### src/rtl/pipelined_adder.sv
// Pipelined WIDTH-bit add/subtract: one CW-bit chunk per stage, carry rippling
// through pipeline registers, valid/ready handshake with full-pipeline stall.
module pipelined_adder #(
  parameter int unsigned WIDTH  = 32,
  parameter int unsigned STAGES = 4
) (
  input  logic             clk,
  input  logic             rst,
  input  logic             in_valid,
  output logic             in_ready,
  input  logic [WIDTH-1:0] a,
  input  logic [WIDTH-1:0] b,
  input  logic             sub,
  output logic             out_valid,
  input  logic             out_ready,
  output logic [WIDTH-1:0] out,
  output logic             cout,
  output logic             ovf,
  output logic             zero
);

  localparam int unsigned CW = WIDTH / STAGES;

  // r_*[k] holds the operation waiting to be processed by stage k
  logic [WIDTH-1:0]  r_a [STAGES];
  logic [WIDTH-1:0]  r_b [STAGES];
  logic [WIDTH-1:0]  r_s [STAGES];
  logic [STAGES-1:0] r_c;
  logic [STAGES-1:0] r_v;

  logic [WIDTH-1:0]  w_s [STAGES];
  logic [STAGES-1:0] w_co;
  logic [CW:0]       w_add;
  logic              w_stall;

  assign w_stall  = out_valid && !out_ready;
  assign in_ready = rst || !w_stall;

  // Per-stage chunk adder: merges the new chunk into the partial sum
  always_comb begin
    w_add = '0;
    w_co  = '0;
    for (int k = 0; k < STAGES; k++) begin
      w_add = {1'b0, r_a[k][k*CW +: CW]} + {1'b0, r_b[k][k*CW +: CW]}
            + (CW+1)'(r_c[k]);
      w_s[k]              = r_s[k];
      w_s[k][k*CW +: CW]  = w_add[CW-1:0];
      w_co[k]             = w_add[CW];
    end
  end

  // Pipeline advance; everything holds while the output is stalled
  always_ff @(posedge clk) begin
    if (rst) begin
      r_v       <= '0;
      out_valid <= 1'b0;
      out       <= '0;
      cout      <= 1'b0;
      ovf       <= 1'b0;
      zero      <= 1'b0;
    end else if (!w_stall) begin
      r_v[0] <= in_valid;
      r_a[0] <= a;
      r_b[0] <= sub ? ~b : b;
      r_s[0] <= '0;
      r_c[0] <= sub;
      for (int k = 1; k < STAGES; k++) begin
        r_v[k] <= r_v[k-1];
        r_a[k] <= r_a[k-1];
        r_b[k] <= r_b[k-1];
        r_s[k] <= w_s[k-1];
        r_c[k] <= w_co[k-1];
      end
      out_valid <= r_v[STAGES-1];
      out       <= w_s[STAGES-1];
      cout      <= w_co[STAGES-1];
      ovf       <= (r_a[STAGES-1][WIDTH-1] == r_b[STAGES-1][WIDTH-1]) &&
                   (w_s[STAGES-1][WIDTH-1] != r_a[STAGES-1][WIDTH-1]);
      zero      <= (w_s[STAGES-1] == '0);
    end
  end

endmodule

### config.mk
export PLATFORM = sky130hd
export DESIGN_NAME = pipelined_adder
export DESIGN_NICKNAME = d
export VERILOG_FILES = /design/src/rtl/pipelined_adder.sv
export SDC_FILE = /design/constraint.sdc
export NUM_CORES = 1
export LEC_CHECK = 0
export ABC_AREA = 1
export CORE_AREA = 2 2 157 128
export CTS_CLUSTER_SIZE = 16
export DETAILED_ROUTE_END_ITERATION = 12
export DIE_AREA = 0 0 159 130
export PLACE_DENSITY = 0.74
export SYNTH_ARGS = -nofsm -noshare
export SYNTH_HDL_FRONTEND = slang
export SYNTH_SLANG_ARGS = --single-unit
### constraint.sdc
create_clock -name clk -period 4.2 [get_ports clk]
set_input_delay 0.84 -clock clk [delete_from_list [all_inputs] [get_ports clk]]
set_output_delay 0.84 -clock clk [all_outputs]
set_load 0.01 [all_outputs]
### Word-level counts from Yosys, hierarchy flattened

Memories as Yosys holds them, arrays and structs flattened.
Cells that the tools add are included.

* bits in registers: 44
* bits in writable memories: 384
* bits of input ports: 69
* output and inout port bits: 37
* logic and storage cells: 34
* memories: 3

Memories
* r_a: words 4, bits a word 32, read ports 4, clocked after Yosys merged registers in 0, wr ports 4, RTL line 25 `logic [WIDTH-1:0] r_a [STAGES];`
* r_b: words 4, bits a word 32, read ports 4, clocked after Yosys merged registers in 0, wr ports 4, RTL line 26 `logic [WIDTH-1:0] r_b [STAGES];`
* r_s: words 4, bits a word 32, read ports 4, clocked after Yosys merged registers in 0, wr ports 4, RTL line 27 `logic [WIDTH-1:0] r_s [STAGES];`

* $add $sub $neg: 8
* equality and inequality tests: 2
* muxes and demuxes: 4
* bitwise gates (word level): 3
* reduce and logical (&&, ||, !) cells: 7

Operators by type and width (number)
* adder 8 x 8 -> 9 bit: 4
* adder 9 x 1 -> 9 bit: 4
* zero test 32 bit: 1
* two-way mux 32 bit: 1
* inverter 32 bit: 1
* two-way mux 1 bit: 3
* logical AND 1 bit: 2
* zero test 1 bit: 2
* inverter 1 bit: 2
* AND reduction 2 bit: 1
* == test 1 bit: 1
* logical OR 1 bit: 1
* inequality test 1 bit: 1

### Logic depth before layout (Yosys ltp)

* depth after elaboration: 5
* depth in mapped cells: 12
* depth with buffers taken out: 12

### Worst setup path before layout

Ideal clock, no wire load.

* path type: input -> register
* start: input out_ready
* end: memory r_a[0][0] (enable)
* library setup time: 0.481 ns
* arrival time: 3.558 ns
* data required time: 3.719 ns
* slack: 0.160 ns
* stages on the path: 3
* path buffers: 1
* path through: nor2_4 nor2_4 buf_2

RTL lines
* start, declared: RTL line 15 `input logic out_ready,`
* end, declared: RTL line 25

### Worst setup path after layout

* start: input out_ready
* end: output in_ready

* cells in the longest elaborated chain, start to end: 4

Ends and longest elaborated chain
* zero test 1 bit: RTL line 36 `assign w_stall = out_valid && !out_ready;`
* logical AND 1 bit: RTL line 36
* zero test 1 bit
* logical OR 1 bit: RTL line 37 `assign in_ready = rst || !w_stall;`
* end, declared: RTL line 10 `output logic in_ready,`

No other way between the ends.

==> run metrics <==
die width=159 um; Power Density=490 mW/mm^2; Yosys top cell area share=67.5%; Final Hold Vio Count=0; CTS max path bufs=3; die area=0.0207 mm^2; wire per inst=14.2 um; Crit Path Class=input port to output pin; Int Pwr=4490 uW; Worst-Skew Late Latency=500 ps; Place WS=1110 ps; # hold bufs at CTS=0; Max FO, Critical Path=5; cts repair resizes=0; Clock power frac=37.7%; CTS sink cnt=252; min Tclk post-route=3090 ps; status=complete, no violations; first-pass GRT wire length=23700 um; Ports=106; CP Data Required Time=3360 ps; antenna violations before repair=0; number of enable flip-flop cells after synthesis=212; Routed Antenna Nets=0; setup TNS=0 ps; Synth Register Bits=252; asr flop ratio synth=0%; Reg power frac=53.4%; Net Sw Frac=21.1%; CTS root buf=clkbuf_16; dominant cell type by area after synthesis=edfxtp_1; First-pass DRT Iterations=4; layout cells sized above 1=5.89%; Placer Congestion=0.903; combinational group share of total power=8.9%; most frequent cell after synthesis=edfxtp_1; dominant synthesized flop cell=edfxtp_1; Worst Hold Class=flop to flop; Synth cell types=25; # setup viols final=0; fin nets=851; area grow syn2layout=23.1%; Fillers=1472; worst clock skew=7.07 ps; syn nets=725; Initial Util=48.8%; Leakage Power=0.00442 uW; CTS clock-pin slew for the worst setup and hold paths=60 ps; Synth area leaders=edfxtp_1, dfxtp_1, xor2_1; GRT Total Usage=14.1%; setup ws final=1110 ps; DP Wirelength=9710 um; Critical Path AT=2250 ps; # rows=46; CTS tree=built; syn avg cell area=15.2 um^2; Die Height=130 um; top post-synthesis cells by count=edfxtp_1, nand2_1, inv_1, xor2_1, dfxtp_1; vias in the first global route=4977; fmax=324 MHz; core area=0.0193 mm^2; # DRC=0; Multi-input gate area=0.00199 mm^2; Reg area=0.00717 mm^2; crit end category=output pin; register area share after synthesis=75.9%; Max-Cap Viols=0; GRT Residual Overflow=0; port bufs=105; worst vdd rail ir drop=0.257 mV; Mapped Area=0.00944 mm^2; largest net degree at the start of global routing=101; Vias=4969; period utilisation layout=73.5%; Net Sw Power=1200 uW; ant diodes=0; Synth warnings=0; unrepaired setup endpoints after global routing=no; initial drt markers=298; Post-CTS Setup Bufs=0; slew margin rel.=33.4%; max-slew violation count=0; H-tree Lvls=1; via/cell ratio=4.83; Worst Tran Pin Value=999 ps; final wirelength=14600 um; Startpoint Class=input port; Syn Inst Count=620; cts bufs inserted=25
==> power groups by stage <==
| stage | clock network (uW) | logic (uW) | registers (uW) |
|---|---|---|---|
| final | 2150 | 509 | 3040 |
| after global routing | 2290 | 568 | 3060 |
| after CTS | 2190 | 512 | 3040 |
| after detailed placement | 0 | 509 | 3090 |
| after global placement | 0 | 489 | 3080 |
| after floorplan | 0 | 284 | 3090 |
==> area by class of cell <==
type	count	share of cell area, %
well taps	264	2.84
repair buffers	109	9.48
clock buffers	35	6.05
inverters	60	1.94
clock inverters	10	0.873
multi-input cells	298	17.1
flip-flops and latches	252	61.7
==> logic make-up (layout without fill, tap and decap cells) <==
group | Yosys count | count (layout) | share of synthesized area (%)
compound gates | 64 | 64 | 4.12
xor+xnor | 52 | 52 | 4.83
fa+ha+maj | 36 | 36 | 5.41
buf+inv | 70 | 214 | 3.00
flops | 252 | 252 | 75.9
simple gates | 146 | 146 | 6.70
==> cells in the final DEF (no fill, tap or decap), types with 3 or more instances in the layout <==
master / count
clkbuf_8: 4
inv_1: 60
edfxtp_1: 212
nand4_1: 12
o21ai_0: 15
clkinv_2: 3
clkbuf_16: 25
a22o_1: 11
clkinv_1: 3
ha_1: 28
o211ai_1: 6
clkbuf_1: 6
clkdlybuf4s50_1: 104
fa_1: 8
dfxtp_1: 40
o22ai_1: 3
xnor2_1: 7
nor2_4: 3
xor2_1: 45
nand2_1: 95
nand3_1: 19
nor2_1: 14
a21oi_1: 26
==> flip-flops by register name, indices dropped and copies added, names as in the netlist <==
signal,flops
cout,1
out,32
out_valid,1
ovf,1
r_a,80
r_b,80
r_c,4
r_s,48
r_v,4
zero,1
==> worst paths after layout <==
path,startpoint,to,cells after the start,slack (ps)
min reg2reg,r_a[0][30]$_DFFE_PP_,r_a[1][30]$_DFFE_PP_,0,410
max,out_ready,in_ready,6,1110
max reg2reg,r_c[3]$_DFFE_PP_,zero$_SDFFE_PP0N_,11,2130
min,r_a[0][30]$_DFFE_PP_,r_a[1][30]$_DFFE_PP_,0,410
==> through the flow <==
step | cell area [um^2] | power, uW | hold WS, ps | std cells | util (%)
5_1_grt | 11600 | 5920 | 408 | 1028 | 60.1
6_report | 11600 | 5700 | 411 | 1028 | 60.1
2_1_floorplan | 9440 | 3370 | 400 | 620 | -
3_5_place_dp | 10800 | 3600 | 405 | 983 | 55.9
4_1_cts | 11600 | 5750 | 412 | 1028 | 60.1
3_3_place_gp | 10800 | 3570 | 402 | 983 | 55.9
==> critical path, cell delays in order <==
cell             delay (ps)
clkdlybuf4s50_1         500
nor2_4                   60
inv_1                   110
nor2_4                   50
inv_1                   130
clkdlybuf4s50_1         560
==> layer usage <==
metal / vias to the layer above / share of wire [%] / routed length [um] / track usage [%]
met2: 135 / 48 / 7070 / 23.8
met4: 0 / 2.6 / 382 / 5.19
li1: 2447 / - / - / -
met3: 30 / 4.9 / 710 / 2.70
met5: - / 0 / 0 / 0
met1: 2357 / 44 / 6440 / 18.5
No activity file was read; power rests on OpenSTA's default activity.
